## src/rtl/conv_pkg.sv

```systemverilog
// Shared definitions for the 5x5 convolution datapath: kernel size,
// default pixel width and the window array type exchanged between stages.
package conv_pkg;

    localparam int KSIZE    = 5;
    localparam int BITWIDTH = 16;
    localparam int LB_COUNT = KSIZE - 1;

    typedef logic signed [BITWIDTH-1:0] pixel_t;
    typedef pixel_t window_t [KSIZE-1:0][KSIZE-1:0];

    // Address width for a store of the given depth (at least one bit).
    function automatic int addr_width(input int depth);
        return (depth <= 1) ? 1 : $clog2(depth);
    endfunction

endpackage

```

## src/rtl/conv_line_buffer.sv

```systemverilog
// One image row of storage. Read and write share the column address so the
// old pixel at a column is read in the same cycle it is replaced.
module conv_line_buffer
    import conv_pkg::*;
#(
    parameter int bitwidth = BITWIDTH,
    parameter int DEPTH    = 28,
    parameter int AW       = addr_width(DEPTH)
) (
    input  logic                       clk,
    input  logic                       wr_en,
    input  logic [AW-1:0]              addr,
    input  logic signed [bitwidth-1:0] wr_data,
    output logic signed [bitwidth-1:0] rd_data
);

    logic signed [bitwidth-1:0] mem [DEPTH];

    // Contents are never exposed before being rewritten, so no reset is needed.
    always_ff @(posedge clk) begin
        if (wr_en) begin
            mem[addr] <= wr_data;
        end
    end

    assign rd_data = mem[addr];

endmodule

```

## src/rtl/conv_window_buffer.sv

```systemverilog
// Streaming line buffer feeding the 5x5 convolution point: takes raster-order
// pixels and presents every fully valid 5x5 neighbourhood as a registered window.
module conv_window_buffer
    import conv_pkg::*;
#(
    parameter int bitwidth = BITWIDTH,
    parameter int IMG_W    = 28,
    parameter int IMG_H    = 28
) (
    input  logic                       clk,
    input  logic                       rst_n,
    input  logic signed [bitwidth-1:0] in_pixel,
    input  logic                       in_valid,
    output logic                       in_ready,
    output logic signed [bitwidth-1:0] map_block [KSIZE-1:0][KSIZE-1:0],
    output logic                       out_valid,
    input  logic                       out_ready,
    output logic                       out_last
);

    localparam int COL_W = addr_width(IMG_W);
    localparam int ROW_W = addr_width(IMG_H);

    localparam logic [COL_W-1:0] COL_LAST  = COL_W'(IMG_W - 1);
    localparam logic [ROW_W-1:0] ROW_LAST  = ROW_W'(IMG_H - 1);
    localparam logic [COL_W-1:0] COL_FIRST = COL_W'(KSIZE - 1);
    localparam logic [ROW_W-1:0] ROW_FIRST = ROW_W'(KSIZE - 1);

    logic [COL_W-1:0] col;
    logic [ROW_W-1:0] row;
    logic             accept;
    logic             win_pos;
    logic             frame_end;

    logic signed [bitwidth-1:0] lb_rd [LB_COUNT];
    logic signed [bitwidth-1:0] lb_wr [LB_COUNT];

    assign in_ready  = rst_n && (!out_valid || out_ready);
    assign accept    = in_valid && in_ready;
    assign win_pos   = (row >= ROW_FIRST) && (col >= COL_FIRST);
    assign frame_end = (row == ROW_LAST) && (col == COL_LAST);

    // Buffer 0 holds the oldest row; each accept moves a column up one buffer.
    for (genvar k = 0; k < LB_COUNT; k++) begin : g_lb
        if (k == LB_COUNT - 1) begin : g_newest
            assign lb_wr[k] = in_pixel;
        end else begin : g_cascade
            assign lb_wr[k] = lb_rd[k+1];
        end

        conv_line_buffer #(
            .bitwidth (bitwidth),
            .DEPTH    (IMG_W),
            .AW       (COL_W)
        ) u_lb (
            .clk     (clk),
            .wr_en   (accept),
            .addr    (col),
            .wr_data (lb_wr[k]),
            .rd_data (lb_rd[k])
        );
    end

    always_ff @(posedge clk or negedge rst_n) begin
        if (!rst_n) begin
            col <= '0;
            row <= '0;
        end else if (accept) begin
            if (col == COL_LAST) begin
                col <= '0;
                row <= (row == ROW_LAST) ? '0 : row + 1'b1;
            end else begin
                col <= col + 1'b1;
            end
        end
    end

    // The window shifts on every accept, including the suppressed columns that
    // straddle a row wrap, so it is already aligned when col reaches KSIZE-1.
    always_ff @(posedge clk or negedge rst_n) begin
        if (!rst_n) begin
            for (int r = 0; r < KSIZE; r++) begin
                for (int c = 0; c < KSIZE; c++) begin
                    map_block[r][c] <= '0;
                end
            end
        end else if (accept) begin
            for (int r = 0; r < KSIZE; r++) begin
                for (int c = 0; c < KSIZE - 1; c++) begin
                    map_block[r][c] <= map_block[r][c+1];
                end
            end
            for (int r = 0; r < LB_COUNT; r++) begin
                map_block[r][KSIZE-1] <= lb_rd[r];
            end
            map_block[KSIZE-1][KSIZE-1] <= in_pixel;
        end
    end

    always_ff @(posedge clk or negedge rst_n) begin
        if (!rst_n) begin
            out_valid <= 1'b0;
            out_last  <= 1'b0;
        end else if (accept) begin
            out_valid <= win_pos;
            out_last  <= win_pos && frame_end;
        end else if (out_ready) begin
            out_valid <= 1'b0;
            out_last  <= 1'b0;
        end
    end

endmodule

```

## config.mk

```make
export PLATFORM = sky130hd
export DESIGN_NAME = conv_window_buffer
export DESIGN_NICKNAME = d
export VERILOG_FILES = /design/src/rtl/conv_pkg.sv /design/src/rtl/conv_line_buffer.sv /design/src/rtl/conv_window_buffer.sv
export SDC_FILE = /design/constraint.sdc
export NUM_CORES = 2
export LEC_CHECK = 0
export CORE_ASPECT_RATIO = 1.25
export CORE_MARGIN = 4
export CORE_UTILIZATION = 43
export DETAILED_ROUTE_END_ITERATION = 16
export SYNTH_ARGS = -nofsm -noshare
export SYNTH_HDL_FRONTEND = slang
export SYNTH_SLANG_ARGS = --single-unit
```

## constraint.sdc

```tcl
create_clock -name clk -period 7.43 [get_ports clk]
set_input_delay 1.486 -clock clk [delete_from_list [all_inputs] [get_ports clk]]
set_output_delay 1.486 -clock clk [all_outputs]
set_load 0.005 [all_outputs]
```

# After elaboration in Yosys (flattened, before gate mapping)
# Memories as Yosys holds them, arrays and structs flattened. A register that Yosys moved wholly into a read port is not among the register bits.
# Cells that the tools add are included.
[word_totals]
register_bits = 396
mem_bits_rw = 1792
out_inout_bits = 403
elab_cells = 55
mem_count = 4
[memory_table]
columns = ["name", "depth", "width", "read_ports", "rd_ports_with_merged_regs", "wr", "line", "rtl"]
rows = [
  ["g_lb[0].u_lb.mem", 28, 16, 1, 1, 1, "conv_line_buffer.sv:17", "logic signed [bitwidth-1:0] mem [DEPTH];"],
  ["g_lb[1].u_lb.mem", 28, 16, 1, 0, 1, "conv_line_buffer.sv:17", ""],
  ["g_lb[2].u_lb.mem", 28, 16, 1, 0, 1, "conv_line_buffer.sv:17", ""],
  ["g_lb[3].u_lb.mem", 28, 16, 1, 0, 1, "conv_line_buffer.sv:17", ""],
]
[classes]
addsub = 2
magnitude_cmp = 2
n_eq_ne = 2
n_mux = 7
n_reduce_logical = 10
[op_table]
columns = ["op", "n"]
rows = [
  ["5-bit by 1-bit adder with 5-bit output, second input constant", 2],
  ["5-bit == test, second input constant", 2],
  ["5-bit by 3-bit >= comparator with 1-bit output, second input constant", 2],
  ["5-bit 2-to-1 mux", 2],
  ["1-bit logical AND", 5],
  ["1-bit 2-to-1 mux", 5],
  ["1-bit logical NOT", 2],
  ["2-bit AND reduction", 1],
  ["2-bit nonzero test", 1],
  ["1-bit logical OR", 1],
]

# Longest topological paths before layout
[logic_depth]
word_depth = 6
mapped_depth = 9
ltp_nobuf = 6

# Cells and area by module
# A second synthesis with hierarchy kept.
[unflattened]
cells_unflattened = 4401
area_unflattened_um2 = 86835.8
[modules_own_cells]
columns = ["module", "n_inst", "cells_per_inst", "area_per_inst_um2", "seq_area_each_um2"]
rows = [
  ["conv_line_buffer", 4, 873, 17394.2, 13452.9],
  ["conv_window_buffer", 1, 909, 17259.1, 10309.9],
]

# Least setup slack after synthesis
# No wires, ideal clock.
[synth_timing]
kind = "input port to flip-flop"
start = "input port out_ready"
end = "memory g_lb[0].u_lb.mem[24][0] in the netlist's numbering (enable)"
setup_ns = 0.565
arrival_time_ns = 6.895
slack_ns = -0.030
cell_stages = 7
path_cell_list = "nand2b_1 and3_1 buf_2 clkbuf_1 buf_2 nand2_1 nor3_1"
[synth_between]
elab_chain_len = 5
[synth_lines]
columns = ["element", "line", "rtl"]
rows = [
  ["start, declared", "conv_window_buffer.sv:17", "input logic out_ready,"],
  ["1-bit logical OR", "conv_window_buffer.sv:38", "assign in_ready = rst_n && (!out_valid || out_ready);"],
  ["1-bit logical AND", "conv_window_buffer.sv:38", ""],
  ["1-bit logical AND", "conv_window_buffer.sv:39", "assign accept = in_valid && in_ready;"],
  ["1-bit 2-to-1 mux", "conv_line_buffer.sv:21", "if (wr_en) begin"],
  ["1-bit 2-to-1 mux (implied by the code)", "conv_line_buffer.sv:22", "mem[addr] <= wr_data;"],
  ["end, declared", "conv_line_buffer.sv:17", ""],
]
# No other way between the ends.

# Worst setup path after layout
[layout_timing]
start = "register col[4]"
end = "register map_block[145] in the netlist's numbering"
[layout_between]
elab_chain_len = 1
[layout_lines]
columns = ["element", "line", "rtl"]
rows = [
  ["start, declared", "conv_window_buffer.sv:29", "logic [COL_W-1:0] col;"],
  ["start signal, assigned", "conv_window_buffer.sv:73", "col <= col + 1'b1;"],
  ["memory 28 x 16 bit", "n/a", ""],
  ["named net g_lb[0].u_lb.wr_data[1]", "conv_line_buffer.sv:13", "input logic signed [bitwidth-1:0] wr_data,"],
  ["end signal, assigned by index", "conv_window_buffer.sv:90", "map_block[r][c] <= map_block[r][c+1];"],
  ["end signal, assigned by index", "conv_window_buffer.sv:94", "map_block[r][KSIZE-1] <= lb_rd[r];"],
  ["end signal, assigned by index", "conv_window_buffer.sv:96", "map_block[KSIZE-1][KSIZE-1] <= in_pixel;"],
  ["end, declared", "conv_window_buffer.sv:15", "output logic signed [bitwidth-1:0] map_block [KSIZE-1:0][KSIZE-1:0],"],
]
# The timed path passes the listed nets, and every way through them passes these cells.
# A chain may end at the register's enable or synchronous reset.

==> reports/summary.txt <==
CTS tree: built
Antenna Nets Post-Route: 0
IO buf count: 422
critical path endpoint category: flop
PostCTS Resize Cnt: 0
Clk pin slew, worst setup/hold paths: 0.06 ns
1st-iter DRT viols: 4799
IO Count: 423
DP Wirelength: 130300 um
antenna violations before repair: 23
Mapped Avg Cell Area: 17.07 um^2
Synth Net Count: 4907
Cell Area, Synth: 83330 um^2
routability congestion estimate: 0.8194
CP max FO: 29
utilization after layout: 50.66%
Post-CTS Hold Buffers: 0
Routed WL: 230800 um
final hold violation count: 0
global-route wire length before repair: 330700 um
Post-synth EDFFs: 1792
Layout fillers: 15790
CTS Buf Count: 199
placed standard-cell area: 91120 um^2
starting density of the core: 43.28%
LEAKAGE: 34.79 nW
Worst Hold Class: flop to flop
minimum clock period: 4.554 ns
clk sink count: 2204
sequential-to-total area share from yosys stat: 76.94%
startpoint types: flop
Mapped Cells: 4881
number of H-tree levels: 4
status: finished clean
pin count of the biggest net entering global routing: 200
area delta synth->final: 17.06%
unrepaired setup endpoints after global routing: no
max cap viols: 0
Syn. warnings: 0
total power: 40.41 mW
normalized max-slew margin: 9.470%
die area: 201000 um^2
Max Fclk: 0.2196 GHz
Die W: 401.8 um
Core ar.: 192600 um^2
final instance area: 97550 um^2
PwrDens: 414.3 nW/um^2
Row Count: 180
Main synth FF type: edfxtp_1
worst path arrival time: 5.25 ns
asr flop ratio synth: 18.69%
Setup CP Type: flop to flop
aggregate global routing overflow: 0
NumNets Final: 5409
clk_skew: 0.03735 ns
post-CTS setup buffer count: 0
Place WS: 2.513 ns
Max clock buf depth: 3
Setup Viol. Count Final: 0
Cell variety after synth: 56
DR vias: 46110
die height: 500.2 um
clock latency at the later pin of the worst-skew pair: 0.84 ns
final worst-path cycle share: 61.30%
vias per inst: 5.692
routed len/inst: 28.49 um
Residual DRC: 0
CTS root buf: clkbuf_16
flops & latches, synth: 2204
Initial DRT Pass Iterations: 8
Placed Cells: 7730
Slew Viols, Final: 0
maximum vdd drop: 0.0003354 V
global router's overall resource usage: 22.58%
Finished Layout Cells: 8101
CP Data Required Time: 8.13 ns
Slew @ Worst Pin: 1.354 ns
vias in the first global route: 45050
final worst slack: 2.876 ns
share of cells above drive strength 1: 13.62%
==> kinds of logic (layout without fill, tap and decap cells) <==
group	after synthesis	count (layout)	share of synthesized area (%)
other cells	0	3	0
mux	748	748	12.06
buf+inv	275	944	1.576
fa+ha+maj	6	6	0.09008
simple gates	1239	1239	6.001
xor+xnor	2	2	0.02102
compound gates	407	407	3.305
flops	2204	2204	76.94
==> routing by layer <==
layer	global-route usage [%]	vias up	routed length, um
met5	0	-	76
met4	5.964	12	5926
met3	4.139	336	19010
met2	37.49	2033	112700
met1	30.92	24070	93060
li1	-	19660	-
==> stage by stage <==
step,hold WS (ns),TNS (ns)
after floorplan,0.4699,-11.37
after global placement,0.4564,0
after detailed placement,0.4616,0
after CTS,0.4768,0
after global routing,0.4890,0
final,0.4722,0
==> cell usage after synthesis (2+ instances only) <==
| master | n | area (um^2) |
|---|---|---|
| and2_1 | 7 | 43.79 |
| or3_1 | 2 | 12.51 |
| o21ai_0 | 15 | 75.07 |
| a211oi_1 | 25 | 187.7 |
| o22ai_1 | 166 | 1039 |
| o21ai_1 | 9 | 45.04 |
| nor3_1 | 26 | 130.1 |
| a21oi_1 | 22 | 110.1 |
| a21o_1 | 3 | 22.52 |
| nand3b_1 | 3 | 22.52 |
| edfxtp_1 | 1792 | 53810 |
| nor2_1 | 43 | 161.4 |
| nor2_2 | 2 | 12.51 |
| mux4_2 | 200 | 4504 |
| a22oi_1 | 133 | 998.5 |
| a31oi_1 | 8 | 50.05 |
| or4b_1 | 2 | 20.02 |
| nor2b_1 | 6 | 37.54 |
| o31ai_1 | 2 | 15.01 |
| ha_1 | 6 | 75.07 |
| inv_1 | 6 | 22.52 |
| nand3_1 | 74 | 370.4 |
| buf_4 | 21 | 157.7 |
| or4_1 | 2 | 15.01 |
| nand4b_1 | 4 | 35.03 |
| mux2_2 | 50 | 563.0 |
| o22a_1 | 2 | 17.52 |
| or4b_2 | 2 | 20.02 |
| a221oi_1 | 7 | 61.31 |
| dfrtp_1 | 412 | 10310 |
| a22o_1 | 8 | 70.07 |
| buf_6 | 11 | 123.9 |
| buf_1 | 12 | 45.04 |
| nand4bb_1 | 3 | 33.78 |
| nor4_1 | 18 | 112.6 |
| mux2i_1 | 498 | 4985 |
| or4bb_1 | 2 | 22.52 |
| a32oi_1 | 3 | 26.28 |
| clkbuf_1 | 128 | 480.5 |
| buf_2 | 96 | 480.5 |
| nand2_1 | 1035 | 3885 |
==> cell type report <==
cell class | instances | area (um^2) | area share [%]
antenna | 3 | 7.507 | 0.007696
clock buffer | 262 | 5515 | 5.654
clock inverter | 106 | 894.6 | 0.9171
inverter | 7 | 28.78 | 0.02950
multi-input combinational | 2402 | 18230 | 18.69
sequential | 2204 | 64140 | 65.75
tap | 2548 | 3188 | 3.268
timing repair buffer | 569 | 5553 | 5.692
==> sequential cells by signal, indices dropped and copies added, names as in the netlist <==
signal         flops
out_last           1
col                5
out_valid          1
map_block        400
g_lb.u_lb.mem   1792
row                5
==> final timing paths <==
path                                startpoint              to  slack (ns)  cells past startpoint
worst max-delay path                    col[4]  map_block[145]        2.88                      7
worst min-delay path            map_block[164]  map_block[164]        0.47                      2
worst max register to register          col[4]  map_block[145]        2.88                      7
worst min register to register  map_block[164]  map_block[164]        0.47                      2
max in group asynchronous                rst_n  map_block[106]        3.88                      4
min in group asynchronous                rst_n  map_block[192]        0.65                      1
==> worst max-delay path: stages (launching register included) <==
cell and delay, ns:
dfrtp_2 0.69, buf_4 0.42, or4b_2 0.71, buf_4 0.47, o22ai_1 0.13, a211oi_1 0.32, nand3_1 0.92, mux2_2 0.66
==> cell usage in the layout, fill, tap and decap left out, types with 6 or more instances in the layout <==
cell	Yosys	routed
a211oi_1	25	25
a21oi_1	22	22
a221oi_1	7	7
a22o_1	8	8
a22oi_1	133	133
a31oi_1	8	8
buf_12	0	18
buf_4	21	129
bufinv_16	0	13
clkbuf_1	128	41
clkbuf_16	0	206
clkbuf_8	0	15
clkdlybuf4s50_1	0	420
clkinv_1	1	37
clkinv_2	0	38
clkinvlp_4	0	6
dfrtp_1	412	407
edfxtp_1	1792	1792
ha_1	6	6
inv_1	6	6
mux2_2	50	50
mux2i_1	498	498
mux4_2	200	200
nand2_1	1035	1034
nand3_1	74	70
nor2_1	43	21
nor2_4	0	22
nor3_1	26	19
nor3_2	0	7
nor4_1	18	18
o21ai_0	15	15
o21ai_2	0	7
o22ai_1	166	166
==> power by group <==
group	internal [mW]	switching (mW)	total, mW
clock	5.66	4.46	10.1
sequential	17.2	0.940	18.2
combinational	4.25	7.86	12.1
total	27.1	13.3	40.4
No activity file was read; power rests on OpenSTA's default activity.
